==> src/rtl/tracker_pkg.sv <==
// Shared definitions for the multi-channel colour blob tracker: default
// parameters, per-channel colour window config and the result-engine states.
package tracker_pkg;

    localparam int DEF_N_CH    = 4;
    localparam int DEF_HW      = 11;
    localparam int DEF_VW      = 10;
    localparam int DEF_CNT_W   = 20;
    localparam int DEF_MIN_PIX = 16;

    // Colour window of one channel; packed order matches cfg_data_in.
    typedef struct packed {
        logic [7:0] h_lo;
        logic [7:0] h_hi;
        logic [7:0] s_min;
        logic [7:0] v_min;
    } ch_cfg_t;

    // Reset window: only h=0 with full saturation and value can match.
    localparam ch_cfg_t CFG_RST = '{h_lo: 8'h00, h_hi: 8'h00, s_min: 8'hFF, v_min: 8'hFF};

    typedef enum logic [1:0] {
        ST_IDLE  = 2'd0,
        ST_DIV_X = 2'd1,
        ST_DIV_Y = 2'd2,
        ST_EMIT  = 2'd3
    } trk_state_t;

    // Hue window wraps through 0 when h_lo > h_hi, so red hues can be tracked.
    function automatic logic pix_match(input ch_cfg_t cfg, input logic [7:0] h,
                                       input logic [7:0] s, input logic [7:0] v);
        logic hue_ok;
        if (cfg.h_lo <= cfg.h_hi) begin
            hue_ok = (h >= cfg.h_lo) && (h <= cfg.h_hi);
        end else begin
            hue_ok = (h >= cfg.h_lo) || (h <= cfg.h_hi);
        end
        return hue_ok && (s >= cfg.s_min) && (v >= cfg.v_min);
    endfunction

endpackage

==> src/rtl/seq_divider.sv <==
// Restoring sequential divider: one load cycle on start, then W iterations.
// done pulses for one cycle once the quotient is final; quotient then holds.
module seq_divider #(
    parameter int W  = 31,
    parameter int QW = 11
) (
    input  logic          clk,
    input  logic          rst_n,
    input  logic          start,
    input  logic [W-1:0]  dividend,
    input  logic [W-1:0]  divisor,
    output logic [QW-1:0] quotient,
    output logic          done
);
    localparam int CW = $clog2(W + 1);

    logic [W-1:0]  rem_r;
    logic [W-1:0]  quo_r;
    logic [W-1:0]  dvs_r;
    logic [CW-1:0] cnt_r;
    logic          done_r;
    logic [W:0]    shift_s;
    logic [W:0]    diff_s;

    // Trial subtraction of the divisor from the shifted partial remainder.
    always_comb begin
        shift_s = {rem_r, quo_r[W-1]};
        diff_s  = shift_s - {1'b0, dvs_r};
    end

    // Load on start, then shift/subtract one quotient bit per cycle.
    always_ff @(posedge clk or negedge rst_n) begin
        if (!rst_n) begin
            rem_r  <= {W{1'b0}};
            quo_r  <= {W{1'b0}};
            dvs_r  <= {W{1'b0}};
            cnt_r  <= {CW{1'b0}};
            done_r <= 1'b0;
        end else if (start) begin
            rem_r  <= {W{1'b0}};
            quo_r  <= dividend;
            dvs_r  <= divisor;
            cnt_r  <= CW'(W);
            done_r <= 1'b0;
        end else if (cnt_r != {CW{1'b0}}) begin
            cnt_r  <= cnt_r - CW'(1'b1);
            done_r <= (cnt_r == CW'(1'b1));
            if (shift_s >= {1'b0, dvs_r}) begin
                rem_r <= diff_s[W-1:0];
                quo_r <= {quo_r[W-2:0], 1'b1};
            end else begin
                rem_r <= shift_s[W-1:0];
                quo_r <= {quo_r[W-2:0], 1'b0};
            end
        end else begin
            done_r <= 1'b0;
        end
    end

    assign quotient = quo_r[QW-1:0];
    assign done     = done_r;

endmodule

==> src/rtl/blob_tracker_multi.sv <==
// Multi-channel colour blob tracker: per-channel HSV windows accumulate pixel
// count and coordinate sums over a frame; at frame end the totals are
// snapshotted and a shared divider produces centroids, emitted one channel at
// a time over a valid/ready handshake.
// Optional feature: define TRACKER_BBOX_EN for per-channel bounding boxes.
module blob_tracker_multi
    import tracker_pkg::*;
#(
    parameter int N_CH    = DEF_N_CH,
    parameter int HW      = DEF_HW,
    parameter int VW      = DEF_VW,
    parameter int CNT_W   = DEF_CNT_W,
    parameter int MIN_PIX = DEF_MIN_PIX
) (
    input  logic             clk,
    input  logic             rst_n_in,
    input  logic             pix_valid_in,
    input  logic [7:0]       h_in,
    input  logic [7:0]       s_in,
    input  logic [7:0]       v_in,
    input  logic [HW-1:0]    hcount_in,
    input  logic [VW-1:0]    vcount_in,
    input  logic             frame_end_in,
    input  logic             cfg_we_in,
    input  logic [2:0]       cfg_ch_in,
    input  logic [31:0]      cfg_data_in,
    input  logic [N_CH-1:0]  ch_en_in,
    output logic             res_valid_out,
    output logic [2:0]       res_ch_out,
    output logic             res_found_out,
    output logic [HW-1:0]    res_cx_out,
    output logic [VW-1:0]    res_cy_out,
    output logic [CNT_W-1:0] res_count_out,
    input  logic             res_ready_in,
    output logic             busy_out,
    output logic             overrun_out
`ifdef TRACKER_BBOX_EN
    ,
    output logic [HW-1:0]    res_xmin_out,
    output logic [HW-1:0]    res_xmax_out,
    output logic [VW-1:0]    res_ymin_out,
    output logic [VW-1:0]    res_ymax_out
`endif
);
    localparam int SUM_W = CNT_W + HW;

    function automatic logic [CNT_W-1:0] sat_cnt(input logic [CNT_W-1:0] a);
        return (a == {CNT_W{1'b1}}) ? a : a + CNT_W'(1'b1);
    endfunction

    function automatic logic [SUM_W-1:0] sat_sum(input logic [SUM_W-1:0] a, input logic [SUM_W-1:0] b);
        logic [SUM_W:0] t;
        t = {1'b0, a} + {1'b0, b};
        return t[SUM_W] ? {SUM_W{1'b1}} : t[SUM_W-1:0];
    endfunction

    ch_cfg_t          cfg_r      [N_CH];
    logic [CNT_W-1:0] acc_cnt_r  [N_CH];
    logic [SUM_W-1:0] acc_sx_r   [N_CH];
    logic [SUM_W-1:0] acc_sy_r   [N_CH];
    logic [CNT_W-1:0] snap_cnt_r [N_CH];
    logic [SUM_W-1:0] snap_sx_r  [N_CH];
    logic [SUM_W-1:0] snap_sy_r  [N_CH];
    logic [CNT_W-1:0] nxt_cnt_s  [N_CH];
    logic [SUM_W-1:0] nxt_sx_s   [N_CH];
    logic [SUM_W-1:0] nxt_sy_s   [N_CH];
    logic [N_CH-1:0]  hit_s;
`ifdef TRACKER_BBOX_EN
    logic [HW-1:0] acc_xmin_r [N_CH], acc_xmax_r [N_CH], snap_xmin_r [N_CH], snap_xmax_r [N_CH];
    logic [VW-1:0] acc_ymin_r [N_CH], acc_ymax_r [N_CH], snap_ymin_r [N_CH], snap_ymax_r [N_CH];
    logic [HW-1:0] nxt_xmin_s [N_CH], nxt_xmax_s [N_CH], cur_xmin_s, cur_xmax_s;
    logic [VW-1:0] nxt_ymin_s [N_CH], nxt_ymax_s [N_CH], cur_ymin_s, cur_ymax_s;
`endif

    trk_state_t       state_r, state_n;
    logic [2:0]       ch_r, ch_n;
    logic             wait_r, wait_n;
    logic             busy_r, valid_r, overrun_r;
    logic [CNT_W-1:0] cur_cnt_s;
    logic [SUM_W-1:0] cur_sx_s, cur_sy_s, div_num_s, div_den_s;
    logic             cur_en_s, skip_s;
    logic             div_start_s, div_done_s, cap_x_s, load_res_s;
    logic [HW-1:0]    div_quot_s, qx_r;

    // Channel config registers; writes to channels >= N_CH match no entry.
    always_ff @(posedge clk or negedge rst_n_in) begin
        if (!rst_n_in) begin
            for (int i = 0; i < N_CH; i++) cfg_r[i] <= CFG_RST;
        end else begin
            for (int i = 0; i < N_CH; i++) begin
                if (cfg_we_in && (cfg_ch_in == 3'(i))) cfg_r[i] <= ch_cfg_t'(cfg_data_in);
            end
        end
    end

    // Per-channel match and saturating next-accumulator values.
    always_comb begin
        for (int i = 0; i < N_CH; i++) begin
            hit_s[i]     = pix_valid_in && ch_en_in[i] && pix_match(cfg_r[i], h_in, s_in, v_in);
            nxt_cnt_s[i] = hit_s[i] ? sat_cnt(acc_cnt_r[i]) : acc_cnt_r[i];
            nxt_sx_s[i]  = hit_s[i] ? sat_sum(acc_sx_r[i], SUM_W'(hcount_in)) : acc_sx_r[i];
            nxt_sy_s[i]  = hit_s[i] ? sat_sum(acc_sy_r[i], SUM_W'(vcount_in)) : acc_sy_r[i];
`ifdef TRACKER_BBOX_EN
            nxt_xmin_s[i] = (hit_s[i] && (hcount_in < acc_xmin_r[i])) ? hcount_in : acc_xmin_r[i];
            nxt_xmax_s[i] = (hit_s[i] && (hcount_in > acc_xmax_r[i])) ? hcount_in : acc_xmax_r[i];
            nxt_ymin_s[i] = (hit_s[i] && (vcount_in < acc_ymin_r[i])) ? vcount_in : acc_ymin_r[i];
            nxt_ymax_s[i] = (hit_s[i] && (vcount_in > acc_ymax_r[i])) ? vcount_in : acc_ymax_r[i];
`endif
        end
    end

    // Accumulate; at frame end snapshot (including this cycle's pixel) when idle and always clear.
    always_ff @(posedge clk or negedge rst_n_in) begin
        if (!rst_n_in) begin
            for (int i = 0; i < N_CH; i++) begin
                acc_cnt_r[i] <= {CNT_W{1'b0}}; snap_cnt_r[i] <= {CNT_W{1'b0}};
                acc_sx_r[i]  <= {SUM_W{1'b0}}; snap_sx_r[i]  <= {SUM_W{1'b0}};
                acc_sy_r[i]  <= {SUM_W{1'b0}}; snap_sy_r[i]  <= {SUM_W{1'b0}};
`ifdef TRACKER_BBOX_EN
                acc_xmin_r[i] <= {HW{1'b1}}; acc_xmax_r[i] <= {HW{1'b0}};
                acc_ymin_r[i] <= {VW{1'b1}}; acc_ymax_r[i] <= {VW{1'b0}};
                snap_xmin_r[i] <= {HW{1'b0}}; snap_xmax_r[i] <= {HW{1'b0}};
                snap_ymin_r[i] <= {VW{1'b0}}; snap_ymax_r[i] <= {VW{1'b0}};
`endif
            end
        end else begin
            for (int i = 0; i < N_CH; i++) begin
                if (frame_end_in) begin
                    if (state_r == ST_IDLE) begin
                        snap_cnt_r[i] <= nxt_cnt_s[i];
                        snap_sx_r[i]  <= nxt_sx_s[i];
                        snap_sy_r[i]  <= nxt_sy_s[i];
`ifdef TRACKER_BBOX_EN
                        snap_xmin_r[i] <= nxt_xmin_s[i]; snap_xmax_r[i] <= nxt_xmax_s[i];
                        snap_ymin_r[i] <= nxt_ymin_s[i]; snap_ymax_r[i] <= nxt_ymax_s[i];
`endif
                    end
                    acc_cnt_r[i] <= {CNT_W{1'b0}};
                    acc_sx_r[i]  <= {SUM_W{1'b0}};
                    acc_sy_r[i]  <= {SUM_W{1'b0}};
`ifdef TRACKER_BBOX_EN
                    acc_xmin_r[i] <= {HW{1'b1}}; acc_xmax_r[i] <= {HW{1'b0}};
                    acc_ymin_r[i] <= {VW{1'b1}}; acc_ymax_r[i] <= {VW{1'b0}};
`endif
                end else begin
                    acc_cnt_r[i] <= nxt_cnt_s[i];
                    acc_sx_r[i]  <= nxt_sx_s[i];
                    acc_sy_r[i]  <= nxt_sy_s[i];
`ifdef TRACKER_BBOX_EN
                    acc_xmin_r[i] <= nxt_xmin_s[i]; acc_xmax_r[i] <= nxt_xmax_s[i];
                    acc_ymin_r[i] <= nxt_ymin_s[i]; acc_ymax_r[i] <= nxt_ymax_s[i];
`endif
                end
            end
        end
    end

    // Select the snapshot of the channel currently being processed.
    always_comb begin
        cur_cnt_s = {CNT_W{1'b0}};
        cur_sx_s  = {SUM_W{1'b0}};
        cur_sy_s  = {SUM_W{1'b0}};
        cur_en_s  = 1'b0;
`ifdef TRACKER_BBOX_EN
        cur_xmin_s = {HW{1'b0}}; cur_xmax_s = {HW{1'b0}};
        cur_ymin_s = {VW{1'b0}}; cur_ymax_s = {VW{1'b0}};
`endif
        for (int i = 0; i < N_CH; i++) begin
            if (ch_r == 3'(i)) begin
                cur_cnt_s = snap_cnt_r[i];
                cur_sx_s  = snap_sx_r[i];
                cur_sy_s  = snap_sy_r[i];
                cur_en_s  = ch_en_in[i];
`ifdef TRACKER_BBOX_EN
                cur_xmin_s = snap_xmin_r[i]; cur_xmax_s = snap_xmax_r[i];
                cur_ymin_s = snap_ymin_r[i]; cur_ymax_s = snap_ymax_r[i];
`endif
            end
        end
        // A zero count is always skipped so the divider never sees a zero divisor.
        skip_s = !cur_en_s || (cur_cnt_s < CNT_W'(MIN_PIX)) || (cur_cnt_s == {CNT_W{1'b0}});
    end

    // Result engine next-state logic and divider control.
    always_comb begin
        state_n     = state_r;
        ch_n        = ch_r;
        wait_n      = wait_r;
        div_start_s = 1'b0;
        cap_x_s     = 1'b0;
        load_res_s  = 1'b0;
        div_num_s   = (state_r == ST_DIV_Y) ? cur_sy_s : cur_sx_s;
        div_den_s   = SUM_W'(cur_cnt_s);
        case (state_r)
            ST_IDLE: begin
                if (frame_end_in) begin
                    state_n = ST_DIV_X;
                    ch_n    = 3'd0;
                    wait_n  = 1'b0;
                end else begin
                    state_n = ST_IDLE;
                end
            end
            ST_DIV_X: begin
                if (!wait_r) begin
                    if (skip_s) begin
                        state_n    = ST_EMIT;
                        load_res_s = 1'b1;
                    end else begin
                        div_start_s = 1'b1;
                        wait_n      = 1'b1;
                    end
                end else if (div_done_s) begin
                    cap_x_s = 1'b1;
                    state_n = ST_DIV_Y;
                    wait_n  = 1'b0;
                end else begin
                    state_n = ST_DIV_X;
                end
            end
            ST_DIV_Y: begin
                if (!wait_r) begin
                    div_start_s = 1'b1;
                    wait_n      = 1'b1;
                end else if (div_done_s) begin
                    state_n    = ST_EMIT;
                    load_res_s = 1'b1;
                    wait_n     = 1'b0;
                end else begin
                    state_n = ST_DIV_Y;
                end
            end
            ST_EMIT: begin
                if (res_ready_in) begin
                    wait_n = 1'b0;
                    if (ch_r == 3'(N_CH - 1)) begin
                        state_n = ST_IDLE;
                    end else begin
                        state_n = ST_DIV_X;
                        ch_n    = ch_r + 3'd1;
                    end
                end else begin
                    state_n = ST_EMIT;
                end
            end
            default: begin
                state_n = ST_IDLE;
            end
        endcase
    end

    // FSM state plus registered status flags derived from the next state.
    always_ff @(posedge clk or negedge rst_n_in) begin
        if (!rst_n_in) begin
            state_r   <= ST_IDLE;
            ch_r      <= 3'd0;
            wait_r    <= 1'b0;
            busy_r    <= 1'b0;
            valid_r   <= 1'b0;
            overrun_r <= 1'b0;
        end else begin
            state_r   <= state_n;
            ch_r      <= ch_n;
            wait_r    <= wait_n;
            busy_r    <= (state_n != ST_IDLE);
            valid_r   <= (state_n == ST_EMIT);
            overrun_r <= overrun_r | (frame_end_in && (state_r != ST_IDLE));
        end
    end

    // Capture the x quotient and load the result fields on entry to EMIT.
    always_ff @(posedge clk or negedge rst_n_in) begin
        if (!rst_n_in) begin
            qx_r          <= {HW{1'b0}};
            res_ch_out    <= 3'd0;
            res_found_out <= 1'b0;
            res_cx_out    <= {HW{1'b0}};
            res_cy_out    <= {VW{1'b0}};
            res_count_out <= {CNT_W{1'b0}};
`ifdef TRACKER_BBOX_EN
            res_xmin_out <= {HW{1'b0}}; res_xmax_out <= {HW{1'b0}};
            res_ymin_out <= {VW{1'b0}}; res_ymax_out <= {VW{1'b0}};
`endif
        end else begin
            if (cap_x_s) qx_r <= div_quot_s;
            if (load_res_s) begin
                res_ch_out    <= ch_r;
                res_found_out <= !skip_s;
                res_cx_out    <= skip_s ? {HW{1'b0}} : qx_r;
                res_cy_out    <= skip_s ? {VW{1'b0}} : div_quot_s[VW-1:0];
                res_count_out <= cur_cnt_s;
`ifdef TRACKER_BBOX_EN
                res_xmin_out <= skip_s ? {HW{1'b0}} : cur_xmin_s;
                res_xmax_out <= skip_s ? {HW{1'b0}} : cur_xmax_s;
                res_ymin_out <= skip_s ? {VW{1'b0}} : cur_ymin_s;
                res_ymax_out <= skip_s ? {VW{1'b0}} : cur_ymax_s;
`endif
            end
        end
    end

    seq_divider #(.W(SUM_W), .QW(HW)) u_div (
        .clk      (clk),
        .rst_n    (rst_n_in),
        .start    (div_start_s),
        .dividend (div_num_s),
        .divisor  (div_den_s),
        .quotient (div_quot_s),
        .done     (div_done_s)
    );

    assign res_valid_out = valid_r;
    assign busy_out      = busy_r;
    assign overrun_out   = overrun_r;

endmodule

==> config.mk <==
export PLATFORM = sky130hd
export DESIGN_NAME = blob_tracker_multi
export DESIGN_NICKNAME = d
export VERILOG_FILES = /design/src/rtl/tracker_pkg.sv /design/src/rtl/seq_divider.sv /design/src/rtl/blob_tracker_multi.sv
export SDC_FILE = /design/constraint.sdc
export NUM_CORES = 2
export LEC_CHECK = 0
export CAP_MARGIN = 10
export CORE_UTILIZATION = 60
export DETAILED_ROUTE_END_ITERATION = 8
export MAX_ROUTING_LAYER = met4
export PLACE_DENSITY_LB_ADDON = 0.25
export SLEW_MARGIN = 10
export SYNTH_ARGS = -nofsm -noshare
export SYNTH_HDL_FRONTEND = slang
export SYNTH_SLANG_ARGS = --single-unit
==> constraint.sdc <==
create_clock -name clk -period 3.5 [get_ports clk]
set_input_delay 0.35 -clock clk [delete_from_list [all_inputs] [get_ports clk]]
set_output_delay 0.35 -clock clk [all_outputs]
set_load 0.1 [all_outputs]
Word-level counts from Yosys, hierarchy flattened
Cells that the tools add are included.
{"block": "op_classes", "n_addsub": 15, "magnitude_cmp": 22, "eq_ne": 18, "muxes": 98, "bitwise_logic": 1, "n_reduce_logical": 45}
{"op": "31-bit two-way mux", "count": 38}
{"op": "20-bit two-way mux", "count": 16}
{"op": "31-bit by 10-bit adder with 32-bit output", "count": 4}
{"op": "31-bit by 11-bit adder with 32-bit output", "count": 4}
{"op": "8-bit >= comparator", "count": 12}
{"op": "20-bit by 1-bit adder with 20-bit output (second input constant)", "count": 4}
{"op": "20-bit equality test (second input constant)", "count": 4}
{"op": "8-bit <= comparator", "count": 8}
{"op": "32-bit by 20-bit >= comparator with 1-bit output", "count": 1}
{"op": "31-bit by 20-bit subtractor with 31-bit output", "count": 1}
{"op": "1-bit two-way mux", "count": 27}
{"op": "1-bit logical AND", "count": 25}
{"op": "20-bit zero test", "count": 1}
{"op": "20-bit by 5-bit less-than comparator with 1-bit output (second input constant)", "count": 1}
{"op": "3-bit by 2-bit equality test with 1-bit output (second input constant)", "count": 4}
{"op": "11-bit two-way mux", "count": 1}
{"op": "10-bit two-way mux", "count": 1}
{"op": "2-bit two-way mux", "count": 5}
{"op": "5-bit two-way mux", "count": 2}
{"op": "3-bit two-way mux", "count": 3}
{"op": "2-bit case mux with 4 select lines", "count": 1}
{"op": "2-bit nonzero test", "count": 4}
{"op": "2-bit equality test (second input constant)", "count": 3}
{"op": "3-bit by 1-bit equality test with 1-bit output (second input constant)", "count": 2}
{"op": "other kinds (16)", "count": 27}
{"block": "word_totals", "register_bits": 937, "input_bits": 90, "output_inout_bits": 48, "elab_cells": 256}

Depth between registers and ports, before layout
{"block": "depth", "word_depth": 12, "depth_mapped": 15, "ltp_nobuf": 12}

Hierarchy
A second synthesis with hierarchy kept.
{"block": "hier_totals", "hier_cells": 5741, "hier_area_um2": 53067.1}
{"module": "blob_tracker_multi", "instances": 1, "cells_per_inst": 5016, "area_each_um2": 46689.8, "seq_area_each_um2": 21325.5}
{"module": "seq_divider", "instances": 1, "cells_per_inst": 725, "area_each_um2": 6377.4, "seq_area_each_um2": 2477.4}

Worst setup path before layout
OpenSTA, ideal clock, no wires.
{"block": "synth_timing", "kind": "input-to-reg", "startpoint": "input port h_in[0]", "endpoint": "register snap_cnt_r[36] (netlist name)", "setup_time_ns": 0.131, "arrival_time_ns": 2.900, "required_time_ns": 3.369, "path_slack_ns": 0.469, "cell_stages": 13, "path_buffers": 2, "path_cell_list": "inv_1 > ha_1 > nand2b_1 > a2111oi_0 > nor3_1 > or3_1 > maj3_1 > nand2_1 > buf_2 > buf_2 > nor2_1 > o21ai_0 > o21ai_0"}
{"block": "synth_via", "elab_chain_len": 7, "elab_cells_between_ends": 9, "classes_between": "order compare: 2; mux: 2; reduce/logical: 5"}
{"item": "start: declaration", "line_no": "blob_tracker_multi.sv:18", "source": "input logic [7:0] h_in,"}
{"item": "8-bit >= comparator or 8-bit <= comparator (tied branches)", "line_no": "tracker_pkg.sv:34, tracker_pkg.sv:36"}
{"item": "1-bit logical OR or 1-bit logical AND (tied branches)", "line_no": "tracker_pkg.sv:36, tracker_pkg.sv:34"}
{"item": "1-bit two-way mux *", "line_no": "tracker_pkg.sv:33", "source": "if (cfg.h_lo <= cfg.h_hi) begin"}
{"item": "1-bit logical AND * (2 in a row)", "line_no": "tracker_pkg.sv:38", "source": "return hue_ok && (s >= cfg.s_min) && (v >= cfg.v_min);"}
{"item": "1-bit logical AND *", "line_no": "blob_tracker_multi.sv:99", "source": "hit_s[i] = pix_valid_in && ch_en_in[i] && pix_match(cfg_r[i], h_in, s_in, v_in);"}
{"item": "20-bit two-way mux *", "line_no": "blob_tracker_multi.sv:100", "source": "nxt_cnt_s[i] = hit_s[i] ? sat_cnt(acc_cnt_r[i]) : acc_cnt_r[i];"}
{"item": "end signal: indexed assignment", "line_no": "blob_tracker_multi.sv:116", "source": "acc_cnt_r[i] <= {CNT_W{1'b0}}; snap_cnt_r[i] <= {CNT_W{1'b0}};"}
{"item": "end signal: indexed assignment", "line_no": "blob_tracker_multi.sv:130", "source": "snap_cnt_r[i] <= nxt_cnt_s[i];"}
{"item": "end: declaration", "line_no": "blob_tracker_multi.sv:61", "source": "logic [CNT_W-1:0] snap_cnt_r [N_CH];"}
Mark *: on every way between the ends. The rest lies on a longest branch, timed or not.
A chain may end at the register's enable or synchronous reset.

Final worst setup path
{"block": "layout_timing", "startpoint": "register cfg_r[113] (netlist name)", "endpoint": "register snap_sy_r[115] (netlist name)"}
{"block": "layout_via", "elab_chain_len": 7, "elab_cells_between_ends": 9, "classes_between": "order compare: 2; mux: 2; reduce/logical: 5"}
{"item": "start: declaration", "line_no": "blob_tracker_multi.sv:57", "source": "ch_cfg_t cfg_r [N_CH];"}
{"item": "start signal: indexed assignment", "line_no": "blob_tracker_multi.sv:91", "source": "if (cfg_we_in && (cfg_ch_in == 3'(i))) cfg_r[i] <= ch_cfg_t'(cfg_data_in);"}
{"item": "8-bit <= comparator", "line_no": "tracker_pkg.sv:34, tracker_pkg.sv:36"}
{"item": "1-bit logical OR or 1-bit logical AND (tied branches)", "line_no": "tracker_pkg.sv:36, tracker_pkg.sv:34"}
{"item": "1-bit two-way mux *", "line_no": "tracker_pkg.sv:33"}
{"item": "1-bit logical AND * (2 in a row)", "line_no": "tracker_pkg.sv:38"}
{"item": "1-bit logical AND *", "line_no": "blob_tracker_multi.sv:99"}
{"item": "31-bit two-way mux *", "line_no": "blob_tracker_multi.sv:102", "source": "nxt_sy_s[i] = hit_s[i] ? sat_sum(acc_sy_r[i], SUM_W'(vcount_in)) : acc_sy_r[i];"}
{"item": "end signal: indexed assignment", "line_no": "blob_tracker_multi.sv:118", "source": "acc_sy_r[i] <= {SUM_W{1'b0}}; snap_sy_r[i] <= {SUM_W{1'b0}};"}
{"item": "end signal: indexed assignment", "line_no": "blob_tracker_multi.sv:132", "source": "snap_sy_r[i] <= nxt_sy_s[i];"}
{"item": "end: declaration", "line_no": "blob_tracker_multi.sv:63", "source": "logic [SUM_W-1:0] snap_sy_r [N_CH];"}
Marks and branches as above.

==> summary.md <==
| Metric | Value |
|---|---|
| Power per cell area | 659 nW/um^2 |
| TritonRoute pass-1 iters | 5 |
| Worst-path clk slew | 0.06 ns |
| Post-synthesis cell count | 5499 |
| Vias | approximately 43000 |
| Crit. Startpoint | cfg_r[113]$_DFFE_PN0P_ |
| Net count, final | roughly 6200 |
| Slowest cell on the critical path | or4_1 |
| Pwr Total | 39.1 mW |
| CP max stage delay | 0.51 ns |
| Vias/cell | 6.14 |
| 1st-iter DRT viols | 3779 |
| CP required | 4.08 ns |
| Worst Reg2Reg Path Length in Cells | 13 |
| Maximum clock insertion buffer count | 3 |
| P_leak | ~27 nW |
| DIE HEIGHT | between 200 and 300 um |
| Relative max-transition margin | a little under a quarter |
| Final worst-path cycle share | 98.0% |
| Peak supply drop | 0.747 mV |
| Worst Path Buf+Inv | 3 |
| Syn-to-layout area delta | 17.2% |
| Fmax | 292 MHz |
| Ys async rst share | 100% |
| Startpoint types | register |
| Max_cap viols | 0 |
| HPWL after DPL | 104 mm |
| All-layer global routing usage | 35.2% |
| Cell variety after synth | 88 |
| Fin. max-slew vios | 0 |
| Hold Path Class | primary input to register |
| DRC violations left | 0 |
| Tightest Pin Transition | 1.16 ns |
| Layout cells sized above 1 | about an eighth |
| Critical Path AT | 4.01 ns |
| Setup TNS | 0 ns |
| Post-synthesis cell area | approximately 50000 sq um |
| Synth Net Count | just under 6000 |
| Clock sinks | 937 |
| Crit-path cells | inv_1 -> ha_1 -> and4b_1 -> a211oi_2 -> o22ai_2 -> nor3_2 -> o2111ai_2 -> buf_6 -> or2_4 -> buf_12 -> or4_1 -> and3_1 -> o21ai_0 |
| CP top delay family | simple AND/OR/NAND/NOR gates |
| Largest net degree at the start of global routing | 99 |
| Die Span X | around 290 um |
| Skew final | 0.0309 ns |
| R2r setup slk | a little over 0.07 ns |
| Critical path depth in cells | 13 |
| Crit path to | snap_sy_r[115]$_DFFE_PN0P_ |
| First-pass GRT wire length | about 230 mm |
| Ys Warns | 0 |
| CTS tree | built |
| Skew-Pair Late Insertion Delay | 0.68 ns |
| Crit path kind | register to register |
| Total CTS buffers | 100 |
| Vias in the first global route | 42100 |
| Yosys reg bits | 937 |
| Worst r2r src | cfg_r[113]$_DFFE_PN0P_ |
| Fin util | just over 70% |
| Post-synth EDFFs | 0 |
| Register area share after synthesis | between 40% and 50% |
| Largest cells by area after synthesis | dfrtp_1 (43%), ha_1 (6.9%), o21ai_0 (5.0%), nand2_1 (5.0%), nor2_1 (4.2%) |
| Die ar. | 85600 sq um |
| Cell taking the most area after synthesis | dfrtp_1 |
| Hold Slack | about 0.08 ns |
| Core area | 83600 sq um |
| H-tree depth | 3 |
| Hold Fails Final Rpt | 0 |
| Initial Utilization | approximately three fifths |
| # setup viols final | 0 |
| CP Max Fanout | 17 |
| Most common cell in the netlist | dfrtp_1 |
| CP Capture Type | register |
| Post-route minimum period | 3.43 ns |
| Outcome | completed |
| Clk root buf | clkbuf_16 |
| Total grt overflow | 0 |
| Avg Cell Area, Syn | 9.21 sq um |
| RePlAce Congestion | roughly 0.99 |
| Initial antenna violation count | 6 |
| Routed len/inst | 20.7 um |
| Antenna viol nets, final | 0 |
| I/O pins | 138 |
| Final WL | 145 mm |
| Most common library cells after synthesis | dfrtp_1 (873), nand2_1 (670), nor2_1 (567), o21ai_0 (508), a21oi_1 (372) |
| Top-area cell type share of the netlist area | 43.1% |
| Main flop type after synthesis | dfrtp_1 |
| Std cell rows | about 110 |
| Port bufs | 137 |
| Worst r2r dst | snap_sy_r[115]$_DFFE_PN0P_ |
area by class of cell:
class	instances	area, sq um
multi-input combinational	4038	25300
fill	6224	24200
sequential	937	23500
timing repair buffer	535	4870
clock buffer	140	2890
tap	1080	1350
inverter	226	848
clock inverter	39	538
antenna	5	12.5
worst register-to-register path: cells and delay by family, from the launching register on:
kind | cells | cell delay [ns]
AO/OA/AOI/OAI | 4 | 0.72
flip-flops | 1 | 0.36
AND/OR/NAND/NOR | 5 | 1.49
adder cells (fa/ha/maj) | 1 | 0.26
buffers and inverters | 3 | 0.51
through the flow:
| stage | worst slack, ns | std cells | cell area [sq um] |
|---|---|---|---|
| global placement | -0.534 | 6809 | 55700 |
| floorplan | 0.469 | 5499 | 50600 |
| CTS | 0.00273 | 6992 | 59200 |
| global route | -0.0268 | 7000 | 59400 |
| detailed placement | -0.537 | 6809 | 55700 |
| finish | 0.0704 | 7000 | 59400 |
kinds of logic (layout without fill, tap and decap cells):
group	after synthesis	count (layout)	synth area share, %
xor gates and xnor gates	213	213	3.68
adders and majority gates	293	293	7.35
other	0	5	0
buffers and inverters	525	940	3.99
muxes	215	215	4.39
and+or+nand+nor	1938	1939	17.6
AOI/OAI and AO/OA	1378	1378	16.5
DFF	937	937	46.5
where the power goes:
part / switching, mW / internal [mW] / total, mW
registers: 1.14 / 12.7 / 13.8
logic: 8.78 / 5.44 / 14.2
clock network: 4.55 / 6.56 / 11.1
flip-flops by register name, summed over array words and instances, names as in the netlist, 11 cells and up:
| register | count |
|---|---|
| cfg_r | 128 |
| acc_sx_r | 124 |
| acc_sy_r | 124 |
| snap_sx_r | 124 |
| snap_sy_r | 124 |
| acc_cnt_r | 80 |
| snap_cnt_r | 80 |
| u_div.quo_r | 31 |
| u_div.rem_r | 31 |
| res_count_out | 20 |
| u_div.dvs_r | 20 |
| qx_r | 11 |
| res_cx_out | 11 |
layer usage:
metal  vias to the layer above  global-route usage [%]  share of wire (%)
li1                      20100                       -                  -
met1                     21000                    47.0                 43
met2                      1518                    54.0                 46
met3                       319                    5.47                7.0
met4                         0                    14.0                4.2
met5                         -                       -                  0
cell usage in the layout (no fill, tap or decap), drive strengths merged, types with 58 or more instances in the layout:
| master | netlist | layout |
|---|---|---|
| and3 | 74 | 74 |
| nand2 | 670 | 670 |
| clkbuf | 265 | 140 |
| ha | 280 | 280 |
| nand3 | 150 | 150 |
| mux2i | 159 | 159 |
| nor2 | 567 | 568 |
| a21o | 58 | 58 |
| inv | 226 | 227 |
| dfrtp | 873 | 873 |
| nand4 | 79 | 79 |
| xor2 | 94 | 94 |
| o21ai | 513 | 513 |
| xnor2 | 119 | 119 |
| nor3 | 108 | 108 |
| dfstp | 64 | 64 |
| clkdlybuf4s50 | 0 | 135 |
| buf | 34 | 399 |
| a21oi | 372 | 372 |
timing repair:
| item | 4_1_cts | 5_1_grt |
|---|---|---|
| pin swaps | 1 | 5 |
| resized for setup | 8 | 20 |
| endpoints found under the hold margin | 42 | 0 |
| cloned | 1 | 0 |
| hold buffers | 1 | 0 |
| setup endpoints to repair | 102 | 133 |
| setup buffers | 2 | 3 |
how the worst min path moves through the flow:
stage / start / to / slack, ns / cells after the start
CTS: frame_end_in / acc_sx_r[113]$_DFF_PN0_ / 0.06 / 2
global route: frame_end_in / acc_sy_r[106]$_DFF_PN0_ / 0.09 / 2
finish: frame_end_in / acc_sy_r[106]$_DFF_PN0_ / 0.08 / 2
floorplan: rst_n_in / acc_cnt_r[0]$_DFF_PN0_ / 0.05 / 0
detailed placement: rst_n_in / cfg_r[116]$_DFFE_PN0P_ / 0.39 / 1
global placement: rst_n_in / cfg_r[116]$_DFFE_PN0P_ / 0.39 / 1
Note: power is estimated with default switching activity, not from simulation.
